**src/rtl/idct1d.sv**
```systemverilog
// 8-point 1-D inverse DCT: reads 8 coefficients from a single-port RAM, runs one
// multiply-accumulate per cosine term, and writes 8 rounded, saturated samples back.
module idct1d #(
   parameter int unsigned CW   = 14,
   parameter int unsigned ACCW = 32
) (
   input  logic        clk,
   input  logic        reset,
   input  logic        en,
   output logic        rdy,
   input  logic [5:0]  rstart,
   input  logic [5:0]  wstart,
   input  logic [5:0]  stride,
   output logic [5:0]  addr,
   output logic        wren,
   output logic [15:0] data,
   input  logic [15:0] q
);

   localparam int unsigned AW = 6;
   localparam int unsigned DW = 16;
   localparam int unsigned PW = 2 * DW;

   localparam logic signed [ACCW-1:0] RND  = ACCW'(1) << (CW - 1);
   localparam logic signed [ACCW-1:0] SMAX = ACCW'(32767);
   localparam logic signed [ACCW-1:0] SMIN = ACCW'(-32768);

   typedef enum logic [1:0] {IDLE, READ, MAC, WRITE} state_t;

   state_t                 state_q, state_d;
   logic [2:0]             k_q, k_d;
   logic [2:0]             n_q, n_d;
   logic signed [DW-1:0]   coef_q [8];
   logic signed [DW-1:0]   coef_d [8];
   logic signed [ACCW-1:0] acc_q, acc_d;
   logic [AW-1:0]          stride_q, stride_d;
   logic [AW-1:0]          waddr_q, waddr_d;
   logic                   rdy_q, rdy_d;
   logic                   wren_q, wren_d;
   logic [AW-1:0]          addr_q, addr_d;
   logic [DW-1:0]          data_q, data_d;

   logic signed [PW-1:0]   prod_c;
   logic signed [ACCW-1:0] base_c;
   logic signed [ACCW-1:0] sum_c;
   logic signed [ACCW-1:0] rnd_c;
   logic signed [ACCW-1:0] shift_c;
   logic [DW-1:0]          sat_c;

   // Q1.14 IDCT basis: C[n][k] from the folded quarter-wave cosine table
   function automatic logic signed [DW-1:0] cos_coef(input logic [2:0] n, input logic [2:0] k);
      logic [4:0]           m;
      logic [4:0]           f;
      logic [3:0]           idx;
      logic                 neg;
      logic signed [DW-1:0] mag;
      m = {1'b0, n, 1'b1} * {2'b00, k};
      f = m[4] ? 5'(6'd32 - {1'b0, m}) : m;
      if (f > 5'd8) begin
         idx = 4'(5'd16 - f);
         neg = 1'b1;
      end else begin
         idx = f[3:0];
         neg = 1'b0;
      end
      case (idx)
         4'd1:    mag = 16'sd8035;
         4'd2:    mag = 16'sd7568;
         4'd3:    mag = 16'sd6811;
         4'd4:    mag = 16'sd5793;
         4'd5:    mag = 16'sd4551;
         4'd6:    mag = 16'sd3135;
         4'd7:    mag = 16'sd1598;
         default: mag = 16'sd0;
      endcase
      if (k == 3'd0) begin
         return 16'sd5793;
      end
      return neg ? -mag : mag;
   endfunction

   // MAC datapath: product, accumulate (cleared on k=0), round and saturate
   always_comb begin
      prod_c  = coef_q[k_q] * cos_coef(n_q, k_q);
      base_c  = (k_q == 3'd0) ? '0 : acc_q;
      sum_c   = base_c + ACCW'(prod_c);
      rnd_c   = sum_c + RND;
      shift_c = rnd_c >>> CW;
      if (shift_c > SMAX) begin
         sat_c = 16'h7fff;
      end else if (shift_c < SMIN) begin
         sat_c = 16'h8000;
      end else begin
         sat_c = shift_c[DW-1:0];
      end
   end

   // State and output registers
   always_ff @(posedge clk) begin
      if (reset) begin
         state_q  <= IDLE;
         k_q      <= '0;
         n_q      <= '0;
         acc_q    <= '0;
         stride_q <= '0;
         waddr_q  <= '0;
         rdy_q    <= 1'b1;
         wren_q   <= 1'b0;
         addr_q   <= '0;
         data_q   <= '0;
         for (int i = 0; i < 8; i++) begin
            coef_q[i] <= '0;
         end
      end else begin
         state_q  <= state_d;
         k_q      <= k_d;
         n_q      <= n_d;
         acc_q    <= acc_d;
         stride_q <= stride_d;
         waddr_q  <= waddr_d;
         rdy_q    <= rdy_d;
         wren_q   <= wren_d;
         addr_q   <= addr_d;
         data_q   <= data_d;
         coef_q   <= coef_d;
      end
   end

   // Next-state and next-output logic: READ x8, then (MAC x8, WRITE) per output
   always_comb begin
      state_d  = state_q;
      k_d      = k_q;
      n_d      = n_q;
      acc_d    = acc_q;
      stride_d = stride_q;
      waddr_d  = waddr_q;
      rdy_d    = rdy_q;
      wren_d   = 1'b0;
      addr_d   = addr_q;
      data_d   = data_q;
      coef_d   = coef_q;
      case (state_q)
         IDLE: begin
            if (en) begin
               stride_d = stride;
               waddr_d  = wstart;
               addr_d   = rstart;
               rdy_d    = 1'b0;
               k_d      = '0;
               n_d      = '0;
               state_d  = READ;
            end
         end
         READ: begin
            coef_d[k_q] = q;
            addr_d      = addr_q + stride_q;
            k_d         = k_q + 3'd1;
            if (k_q == 3'd7) begin
               state_d = MAC;
            end
         end
         MAC: begin
            acc_d = sum_c;
            k_d   = k_q + 3'd1;
            if (k_q == 3'd7) begin
               wren_d  = 1'b1;
               addr_d  = waddr_q;
               data_d  = sat_c;
               state_d = WRITE;
            end
         end
         WRITE: begin
            n_d     = n_q + 3'd1;
            waddr_d = waddr_q + stride_q;
            if (n_q == 3'd7) begin
               rdy_d   = 1'b1;
               addr_d  = '0;
               state_d = IDLE;
            end else begin
               state_d = MAC;
            end
         end
         default: state_d = IDLE;
      endcase
   end

   assign rdy  = rdy_q;
   assign wren = wren_q;
   assign addr = addr_q;
   assign data = data_q;

endmodule
```
**config.mk**
```make
export PLATFORM = sky130hd
export DESIGN_NAME = idct1d
export DESIGN_NICKNAME = d
export VERILOG_FILES = /design/src/rtl/idct1d.sv
export SDC_FILE = /design/constraint.sdc
export NUM_CORES = 1
export LEC_CHECK = 0
export CAP_MARGIN = 20
export CORE_ASPECT_RATIO = 1.2
export CORE_MARGIN = 5
export CORE_UTILIZATION = 50
export CTS_BUF_LIST = sky130_fd_sc_hd__clkbuf_8 sky130_fd_sc_hd__clkbuf_16
export DETAILED_ROUTE_END_ITERATION = 8
export PLACE_DENSITY = 0.71
export REMOVE_ABC_BUFFERS = 1
export SETUP_SLACK_MARGIN = 0.1
export SLEW_MARGIN = 20
export SYNTH_ARGS = -nofsm -noshare
export SYNTH_HDL_FRONTEND = slang
export SYNTH_SLANG_ARGS = --single-unit
```
**constraint.sdc**
```tcl
create_clock -name clk -period 18.7 [get_ports clk]
set_input_delay 3.74 -clock clk [delete_from_list [all_inputs] [get_ports clk]]
set_output_delay 3.74 -clock clk [all_outputs]
set_load 0.01 [all_outputs]
```
### After elaboration in Yosys (flattened, before gate mapping)

Index checks and enable logic that the tools add are counted.

* add/subtract/negate cells: 9
* multipliers: 2
* magnitude comparators: 5
* equality and inequality tests: 16
* multiplexer cells: 35
* bitwise gates (word level): 2
* reductions and logical operators: 14

Operators by type and width (number)
* $bwmux 128: 1
* $mux 16: 8
* $pmux 13 s7: 1
* $bmux 16 s3: 1
* $demux 16 s3: 1
* $add 32x15->32 const B: 1
* $add 32x32->32: 1
* $mul 16x16->32: 1
* $mux 32: 1
* $mux 6: 4
* $pmux 6 s4: 1
* $gt 18x16->1 const B: 1
* $lt 18x16->1 const B: 1
* $eq 4x3->1 const B: 4
* $neg 16->16: 1
* $add 6x6->6: 2
* $pmux 3 s2: 2
* $pmux 6 s2: 1
* $reduce_and 3->1: 3
* $eq 4x2->1 const B: 2
* $mux 2: 4
* $ne 2x2->1 const B: 4
* $pmux 2 s4: 1
* $reduce_and 2->1: 4
* other kinds (23): 32

* register bits: 204
* input port bits: 37
* output and inout bits: 24
* logic and storage cells: 101

### Logic depth before layout (Yosys ltp)

Gate-level depths: netlist (run 1).

* depth after elaboration: 16
* mapped depth: 59
* depth with buffers taken out: 51

### Least setup slack after synthesis (run 1)

Ideal clock, no wire load.

* kind: flip-flop to flip-flop
* start: reg k_q[0]
* end: reg data_q[5] (netlist: data[5])
* library setup time: 0.080 ns
* data arrival time: 13.715 ns
* data required time: 18.620 ns
* path slack: 4.905 ns
* cell stages (with the launch flop): 57
* path buffers: 9
* clock period less this slack: 13.795 ns
* cells stage by stage: dfxtp_1 buf_2 buf_1 buf_1 clkbuf_1 clkbuf_1 nand2_1 fa_1 inv_1 ha_1 inv_1 fa_1 xnor2_1 xnor3_1 o21ai_0 inv_1 ha_1 clkbuf_1 (+21 left out) fa_1 inv_1 ha_1 buf_6 a21oi_4 o21ai_1 a221o_1 a21o_1 o21a_1 or4b_4 nor3_4 and4_1 a21oi_1 o21bai_1 a22oi_2 buf_6 nand2_1 a211oi_2

* word-level cells in the longest chain between the ends: 16
* elaborated cells on any way between the ends: 34
* those cells by class: add/sub (5); mul (2); order compare (3); eq/ne (8); mux (13); bitwise (1); reduce/logical (2)

Ends and longest elaborated chain
* start: declaration: line 31 `logic [2:0] k_q, k_d;`
* start signal: assignment: line 116 `k_q <= k_d;`
* $mul 4x3->5: line 57 `m = {1'b0, n, 1'b1} * {2'b00, k};`
* $sub 1x5->5: line 58 `f = m[4] ? 5'(6'd32 - {1'b0, m}) : m;`
* $mux 5: line 58
* $sub 1x4->4 / $gt 5x4->1 (equally long branches): line 60, 59
* $mux 4: line 59 `if (f > 5'd8) begin`
* $eq 4x3->1 (tied with other cells): line 66 `case (idx)`
* $pmux 13 s7: line 66
* $neg 16->16: line 79 `return neg ? -mag : mag;`
* $mux 16 (2 in a row): line 79
* $mul 16x16->32: line 84 `prod_c = coef_q[k_q] * cos_coef(n_q, k_q);`
* $add 32x32->32: line 86 `sum_c = base_c + ACCW'(prod_c);`
* $add 32x15->32: line 87 `rnd_c = sum_c + RND;`
* $lt 18x16->1: line 91 `end else if (shift_c < SMIN) begin`
* $mux 16: line 91
* $mux 16: line 89 `if (shift_c > SMAX) begin`
* end signal: assignment: line 124 `data_q <= data_d;`
* end: declaration: line 41 `logic [DW-1:0] data_q, data_d;`

Parallel ways exist; a longest one is shown, timed or not. The select of a mux whose other input is x is not followed.
A chain may end at the register's enable or synchronous reset.

### Worst setup path after layout (run 1)

* start: reg k_q[1]
* end: reg data_q[3] (netlist: data[3])

Same word-level chain as after synthesis.

==> impl_metrics.yaml, run 1 <==
status:
  outcome: "complete, no violations"
die:
  pin_count: 61
  row_count: 83
  die_h_um: 237
  die_area_sq_mm: 0.0471
  coreArea_sq_mm: 0.0426
  fp.dieW_um: 199
  initial_utilization: 0.503
setup_path:
  worst-path-max-fanout: 22
  crit_top_cell: "fa_1"
  crit_arrival_ns: 15.36
  critical_path.max_stage_delay_ns: 0.88
  criticalPathCategory: "reg -> reg"
  required_ns: 19.17
  end_kind: "flip-flop"
  startpoint_type: "flip-flop"
  slowest_stage: "nor2_1"
power_and_ir_drop:
  power_density_mw_per_mm2: 154
  ir_drop_v: 0.000196
  p_leak_uw: 0.0103
synth:
  synth_area_leaders: "fa_1 28%, dfxtp_1 19%, nand2_1 8.6%, ha_1 7.2%, inv_1 6.7%"
  ys_seq_elements: 204
  ys_warn_count: 0
  syn_area_sq_mm: 0.0214
  synth_async_sr_flop_share: 0
  synthFlopType: "dfxtp_1"
  synth_edf_count: 0
  yosysMostFrequentCell: "nand2_1"
  syn_area_per_cell_sq_um: 8.41
  syn_inst: 2548
  yosys.area.top_type: "fa_1"
  synth.distinct_cells: 88
  yosysSeqAreaShare: 0.191
  synth_commonest_cells: "489 x nand2_1, 384 x inv_1, 297 x fa_1"
  synth_top_area_frac: 0.278
detailed_routing:
  first_pass_iters: 5
  via_per_inst: 5.56
  dr.first_iter.drc_count: 1219
  drtAntennaViolNets: 0
  vias: 17200
  totalWireLength_um: 59900
  post_drt_wl_per_cell_um: 19.4
  drc: 0
job:
  max_cap_violations: 0
clock_tree:
  cts.sinks: 204
  numCtsBuffers: 24
  cts_root_buf: "clkbuf_16"
  ctsHoldBuffers: 0
  post_cts_buffers: 0
  clk_pin_slew_ns: 0.06
  cts_tree: "built"
  cts.htree.levels: 1
  insertion_delay_ns: 0.57
  cts_resized: 0
  clock_path_buffers: 3
place:
  portBuffers: 60
  place_congestion: 0.999
  place_inst: 3047
  dp_hpwl_um: 45900
cells_and_area:
  final_cells: 3089
  fill_cells: 3946
  drive_above_1_share: 0.0544
  multi_input_area_sq_mm: 0.0154
  syn_to_final_growth_pct: 7.99
  seq_area_sq_mm: 0.00409
  num_antenna_cells: 0
  final_nets: 2980
timing:
  period_minus_slack_ns: 14.89
  tightest_slew_ns: 1.12
  setup_tns_ns: 0
  finClkSkew_ns: 0.0250
  timing.fmax_mhz: 67.1
  max_slew_margin: 0.252
  finalCritPeriodShare: 0.796
  slew_violations: 0
  finalHoldViolations: 0
  setup_viol: 0
  rsz0062_at_grt: "no"
global_routing:
  gr-total-overflow: 0
  grt_pass1_wl_um: 96300
  grt_use_total: 0.255
  antenna_found_initial: 0
  first_global_vias: 17900
  grt_max_degree: 118
min_path:
  hp-class: "reg -> reg"
[routing by layer]
layer	up-vias	GRT usage	wire (um)
li1	7963	-	-
met1	8459	0.322	23500
met2	605	0.446	30100
met3	160	0.0280	3390
met4	0	0.103	2870
met5	-	0	0
[flip-flops by register name, summed over array words and instances (netlist names)]
| name | cells |
|---|---|
| n_q | 3 |
| rdy | 1 |
| coef_q | 128 |
| state_q | 2 |
| acc_q | 32 |
| k_q | 3 |
| stride_q | 6 |
| waddr_q | 6 |
| data | 16 |
| addr | 6 |
| wren | 1 |
[metrics by stage]
stage	utilization	instance area, sq um	power, uW	hold WS (ns)	setup WS (ns)
floorplan	-	20900	2390	0.427	5.12
global placement	0.525	22300	3060	0.438	4.42
detailed placement	0.525	22400	3110	0.444	4.05
CTS	0.543	23100	3580	0.455	3.98
global route	0.543	23100	3900	0.472	2.77
finish	0.543	23100	3570	0.452	3.81
[kinds of logic after synthesis]
| logic type | share of synthesized area |
|---|---|
| DFF | 0.191 |
| AOI/OAI and AO/OA | 0.107 |
| and+or+nand+nor | 0.179 |
| muxes | 0.0463 |
| buffers and inverters | 0.0931 |
| adders and majority gates | 0.350 |
| xor gates and xnor gates | 0.0350 |
[final timing paths]
path                   start          to  slack, ns  cells after the start
hold reg to reg   coef_q[25]  coef_q[25]       0.45                      2
setup reg to reg      k_q[1]     data[3]       3.81                     47
setup / recovery      k_q[1]     data[3]       3.81                     47
hold / removal    coef_q[25]  coef_q[25]       0.45                      2
[final cells by class]
cell class | count | share of cell area
repair buffers | 80 | 0.0334
clock inverters | 13 | 0.00443
well taps | 552 | 0.0299
multi-input cells | 1824 | 0.664
inverters | 388 | 0.0629
clock buffers | 28 | 0.0283
flip-flops and latches | 204 | 0.177
[power by group]
group | internal, uW | leakage [uW] | switching (uW) | total (uW)
Sequential | 481 | 0.00165 | 33.4 | 514
Clock | 252 | 0.000369 | 206 | 457
Combinational | 929 | 0.00829 | 1670 | 2600
[cell usage in the layout (no fill, tap or decap), types with 4 or more instances in the layout]
cell type | synthesis | routed
nand2_1 | 489 | 489
inv_1 | 384 | 387
fa_1 | 297 | 297
nor2_1 | 242 | 242
a21oi_1 | 212 | 212
dfxtp_1 | 204 | 202
ha_1 | 124 | 123
clkdlybuf4s50_1 | 0 | 59
xnor2_1 | 50 | 50
nor2b_1 | 41 | 40
mux4_2 | 32 | 32
nor3_1 | 32 | 30
xor2_1 | 27 | 27
mux2i_1 | 26 | 25
clkbuf_16 | 0 | 24
nand3_1 | 22 | 22
and2_1 | 20 | 20
o21ai_0 | 21 | 20
buf_4 | 0 | 19
a211oi_1 | 17 | 17
a21o_1 | 15 | 15
nand2b_1 | 14 | 14
a211oi_2 | 9 | 9
o21a_1 | 7 | 7
a31oi_1 | 7 | 7
a221oi_1 | 6 | 6
o21ai_1 | 6 | 6
or3_1 | 6 | 6
and3_1 | 6 | 6
or2_2 | 5 | 5
nand4_1 | 5 | 5
o21bai_1 | 5 | 5
a211o_1 | 5 | 5
clkinvlp_4 | 0 | 5
nor3_2 | 2 | 4
a221o_1 | 4 | 4
o31ai_1 | 4 | 4
a22oi_1 | 4 | 4
a32oi_1 | 4 | 4
clkbuf_8 | 0 | 4
[worst max-delay path, delay by kind of cell (launching register included)]
family | cells | cell delay, ns
AO/OA/AOI/OAI | 14 | 4.72
multiplexers | 1 | 0.16
XOR/XNOR | 4 | 1.21
buffers and inverters | 7 | 0.82
adder cells (fa/ha/maj) | 12 | 5.11
AND/OR/NAND/NOR | 9 | 2.10
flip-flops | 1 | 0.64
Note: power is estimated with default switching activity, not from simulation.
==> run 2: changes to the inputs <==
==> constraint.sdc (replaced) <==
create_clock -name clk -period 13.8 [get_ports clk]
set_input_delay 2.76 -clock clk [delete_from_list [all_inputs] [get_ports clk]]
set_output_delay 2.76 -clock clk [all_outputs]
set_load 0.01 [all_outputs]
==> impl_metrics.yaml, run 2 (synthesis gave the netlist of run 1 again) <==
global_routing:
  first_global_vias: 17900
  grt_use_total: 0.260
  antenna_found_initial: 0
  grt_max_degree: 122
  grt_pass1_wl_um: 97600
  gr-total-overflow: 0
timing:
  timing.fmax_mhz: 77.1
  rsz0062_at_grt: "no"
  finClkSkew_ns: 0.00961
  period_minus_slack_ns: 12.98
  slew_violations: 0
  setup_tns_ns: 0
  tightest_slew_ns: 1.06
  setup_viol: 0
  finalHoldViolations: 0
  max_slew_margin: 0.291
  finalCritPeriodShare: 0.940
clock_tree:
  cts_tree: "built"
  clock_path_buffers: 3
  cts.sinks: 204
  clk_pin_slew_ns: 0.06
  ctsHoldBuffers: 0
  insertion_delay_ns: 0.56
  cts.htree.levels: 1
  numCtsBuffers: 23
  cts_root_buf: "clkbuf_16"
cells_and_area:
  final_cell_mix: "486 x nand2_1, 386 x inv_1, 297 x fa_1, 239 x nor2_1, 212 x a21oi_1"
  final_nets: 2996
  drive_above_1_share: 0.0635
  layout_commonest_cell: "nand2_1"
  syn_to_final_growth_pct: 8.67
  design_area_sq_mm: 0.0233
  fin_util: 0.547
  top_register: "coef_q"
  final_cells: 3104
  fill_cells: 3917
  num_antenna_cells: 0
  largest_register_ff_count: 128
setup_path:
  cp.buffers_inverters: 9
  critical_path.max_stage_delay_ns: 0.63
  crit_path_end: "data[14]"
  startpoint_type: "flip-flop"
  reg2reg_depth: 49
  critical-path-top-delay-family: "adder cells"
  crit_top_cell: "fa_1"
  crit_start: "n_q[1]"
  timing.rr.end: "data[14]"
  cp.depth: 49
  end_kind: "flip-flop"
  crit_arrival_ns: 13.44
  required_ns: 14.26
  slowest_stage: "a2111oi_1"
  criticalPathCategory: "reg -> reg"
  reg2reg_slack_ns: 0.82
  worst-path-max-fanout: 16
  rr_startpoint: "n_q[1]"
min_path:
  hp-class: "reg -> reg"
die:
  die_h_um: 237
  row_count: 83
  pin_count: 61
  die_area_sq_mm: 0.0471
  coreArea_sq_mm: 0.0426
  initial_utilization: 0.503
  fp.dieW_um: 199
detailed_routing:
  vias: 17200
  via_per_inst: 5.54
  post_drt_wl_per_cell_um: 19.6
  dr.first_iter.drc_count: 1372
  first_pass_iters: 6
  totalWireLength_um: 60800
  drc: 0
  drtAntennaViolNets: 0
power_and_ir_drop:
  total_power_uw: 5010
  p_int_uw: 2350
  p_seq_frac: 0.138
  switchingPower_uw: 2660
  clkPwrFrac: 0.125
  ir_drop_v: 0.000257
  p_leak_uw: 0.0104
  power.share.switching: 0.530
  combPwrFrac: 0.737
  power_density_mw_per_mm2: 215
place:
  place_inst: 3064
  dp_hpwl_um: 46800
  place_congestion: 1.01
  place_area_sq_mm: 0.0225
  portBuffers: 60
job:
  max_cap_violations: 0
status:
  outcome: "complete, no violations"
[run 2: tightest hold or removal path, delay by kind of cell, from the launching register on]
family | cells | cell delay, ns
compound gates | 1 | 0.05
flops | 1 | 0.30
simple gates | 1 | 0.05
[run 2: worst min path at each step]
stage | start | to | slack [ns] | depth (start not counted)
floorplan | coef_q[100] | coef_q[100] | 0.43 | 2
global placement | coef_q[65] | coef_q[65] | 0.44 | 2
detailed placement | coef_q[25] | coef_q[25] | 0.44 | 2
CTS | coef_q[104] | coef_q[104] | 0.45 | 2
global route | coef_q[94] | coef_q[94] | 0.47 | 2
finish | coef_q[104] | coef_q[104] | 0.45 | 2
[run 2: area by class of cell]
cell class	count	area (sq um)	area share
multi-input combinational	1824	15400	0.661
sequential	204	4090	0.176
inverter	388	1460	0.0626
timing repair buffer	97	892	0.0383
tap	552	691	0.0297
clock buffer	29	658	0.0283
clock inverter	10	98.8	0.00425
[run 2: power groups by stage]
stage          Sequential (uW)  Combinational (uW)  Clock (uW)
2_1_floorplan              721                2520           0
3_3_place_gp               702                3540           0
3_5_place_dp               704                3620           0
4_1_cts                    693                3630         641
5_1_grt                    701                4080         664
6_report                   693                3690         627
[run 2: metal layers]
metal | routed length (um) | track usage
met5 | 0 | 0
met4 | 2580 | 0.102
met3 | 3590 | 0.0307
met2 | 30700 | 0.455
met1 | 24000 | 0.328
[run 2: repair_timing]
action                                  CTS  global route
endpoints found under the hold margin     0             0
buffers inserted                          0             1
endpoints found under the setup margin    0            16
resized for setup                         0             9
[run 2: stage by stage]
step	hold slack (ns)	worst slack, ns
CTS	0.454	0.377
global placement	0.438	0.686
floorplan	0.427	0.218
finish	0.452	0.821
global route	0.469	0.116
detailed placement	0.445	0.408
==> RTL edit (settings of run 1) <==
The 4 states of `state_t` get a one-hot encoding in 4 bits.
--- a/src/rtl/idct1d.sv
+++ b/src/rtl/idct1d.sv
@@ -25,7 +25,7 @@
    localparam logic signed [ACCW-1:0] SMAX = ACCW'(32767);
    localparam logic signed [ACCW-1:0] SMIN = ACCW'(-32768);
 
-   typedef enum logic [1:0] {IDLE, READ, MAC, WRITE} state_t;
+   typedef enum logic [3:0] {IDLE = 4'b0001, READ = 4'b0010, MAC = 4'b0100, WRITE = 4'b1000} state_t;
 
    state_t                 state_q, state_d;
    logic [2:0]             k_q, k_d;
Function: no difference found for any inputs over 4 cycles, from zero or initial values and one cycle with reset high; so few cycles prove little.
==> RTL edit against run 1 <==
Largest cell class unchanged; cell area is 0.36% lower; sequential cell count is 2 higher; routed wire length is 3.9% higher; die area is 0.23% lower; worst setup slack better by 0.71 ns; critical path type unchanged; synthesized area is 0.25% lower.
Power is left out: it rests on default switching activity, and per cell area and clock period it moved more than threefold.
==> RTL edit: results (changes against run 1) <==
outcome complete, no violations (unchanged); met2 Use GR 45.28% (was 44.57%); Initial DRT Pass Iterations 6 (was 5); initial antenna violation count 0 (unchanged); Cell Count, Final, Fillers Out 3,163 (was 3,089); worst slew pin tran 1.199 ns (was 1.117 ns); Vias/cell 5.733 (was 5.564); CTS root buffer clkbuf_16 (unchanged); global-route track usage on met1 32.60% (was 32.19%); share of post-route cells with drive strength above 1 4.826% (was 5.439%); dpl ws 4.761 ns (was 4.049 ns); worst-path maximum fanout 26 (was 22); clock network area share 3.148% (was 3.277%); Synth Area in XOR/XNOR 3.565% (was 3.498%); DR iter-0 viols 1,319 (was 1,219); Syn Area/Cell 8.139 sq um (was 8.409 sq um); Area growth syn-to-layout 7.868% (was 7.989%); number of CTS-inserted buffers 24 (unchanged); post-synthesis mux area share 0.3747% (was 4.631%); Crit. Startpoint k_q[0] (was k_q[1]); worst min-delay path startpoint acc_q[6] (was coef_q[25]); filler cell count in the final layout 3,955 (was 3,946); multi-input logic area 0.01529 sq mm (was 0.01537 sq mm); clk_skew 0.01464 ns (was 0.02504 ns); Synth Area in Adders 34.84% (was 34.99%); Inverters 378 (was 388); WL met1 23.94 mm (was 23.50 mm); Seq/total area 17.89% (was 17.66%); first-pass GRT wire length 99.55 mm (was 96.26 mm); sequential area share after synthesis 19.30% (was 19.06%); Synth area leaders fa_1 28%, dfxtp_1 19%, nand2_1 8.8%, ha_1 7.0%, inv_1 6.6% (was fa_1 28%, dfxtp_1 19%, nand2_1 8.6%, ha_1 7.2%, inv_1 6.7%); met3 WL 4.555 mm (was 3.390 mm); CTS Buffer Depth 3 (unchanged); buffering overhead 3.490% (was 3.337%); Non-clk bufs 87 (was 80); register bit total from synthesis 206 (was 204); final net count 3,048 (was 2,980); CP max-delay cell dfxtp_1 (was nor2_1); final WL 62.23 mm (was 59.87 mm); top cell types by occurrence after synthesis 500 x nand2_1, 375 x inv_1, 297 x fa_1, 235 x a21oi_1, 208 x nor2_1 (was 489 x nand2_1, 384 x inv_1, 297 x fa_1, 242 x nor2_1, 212 x a21oi_1); Multi-In Gates 1,897 (was 1,824); met3 Use GR 4.155% (was 2.803%); compound-gate portion of the synthesized area 13.20% (was 10.65%); max-cap viol count 0 (unchanged); number of I/O port buffers 60 (unchanged); Ant. Diodes 0 (unchanged); # clk buffers 25 (was 28); Crit path largest cell delay 0.86 ns (was 0.88 ns); Arr. time, crit path 14.58 ns (was 15.36 ns); Post-DP Area 0.02233 sq mm (was 0.02235 sq mm); placed cell count 3,120 (was 3,047); largest net degree at the start of global routing 122 (was 118); vias in the first global route 18,765 (was 17,923); routability congestion estimate 0.9755 (was 0.9994); synth unique cells 89 (was 88); Tot GR Track Use 26.38% (was 25.52%); HPWL after DPL 46.61 mm (was 45.91 mm); Clock Pin Slew Worst Setup and Hold Paths ~0.070 ns; DR WL met2 30.65 mm (was 30.12 mm)
## RTL edit: cell count changes in the layout (fill, tap and decap cells not counted), moves of 8 or more
cell / before / now
nor3_1: 30 / 47
nor2_1: 242 / 199
mux2i_1: 25 / 4
nand3_1: 22 / 40
mux4_2: 32 / 0
buf_4: 19 / 27
or4_1: 1 / 16
and2_1: 20 / 11
a21oi_1: 212 / 235
nand2_1: 489 / 500
nor4_1: 1 / 11
nand3b_1: 1 / 11
nor2_2: 1 / 11
o22ai_1: 0 / 63
## RTL edit: kinds of logic after synthesis
group                    count (synthesis)
AO/OA/AOI/OAI                          450
XOR/XNOR                                78
adder cells (fa/ha/maj)                417
buffers and inverters                  523
flip-flops                             206
multiplexers                             7
AND/OR/NAND/NOR                        945
## RTL edit: worst paths after layout
path	cells after the start	slack, ns	endpoint
worst min-delay path	2	0.45	acc_q[6]
worst max-delay path	44	4.52	data[12]
worst min register to register	2	0.45	acc_q[6]
worst max register to register	44	4.52	data[12]
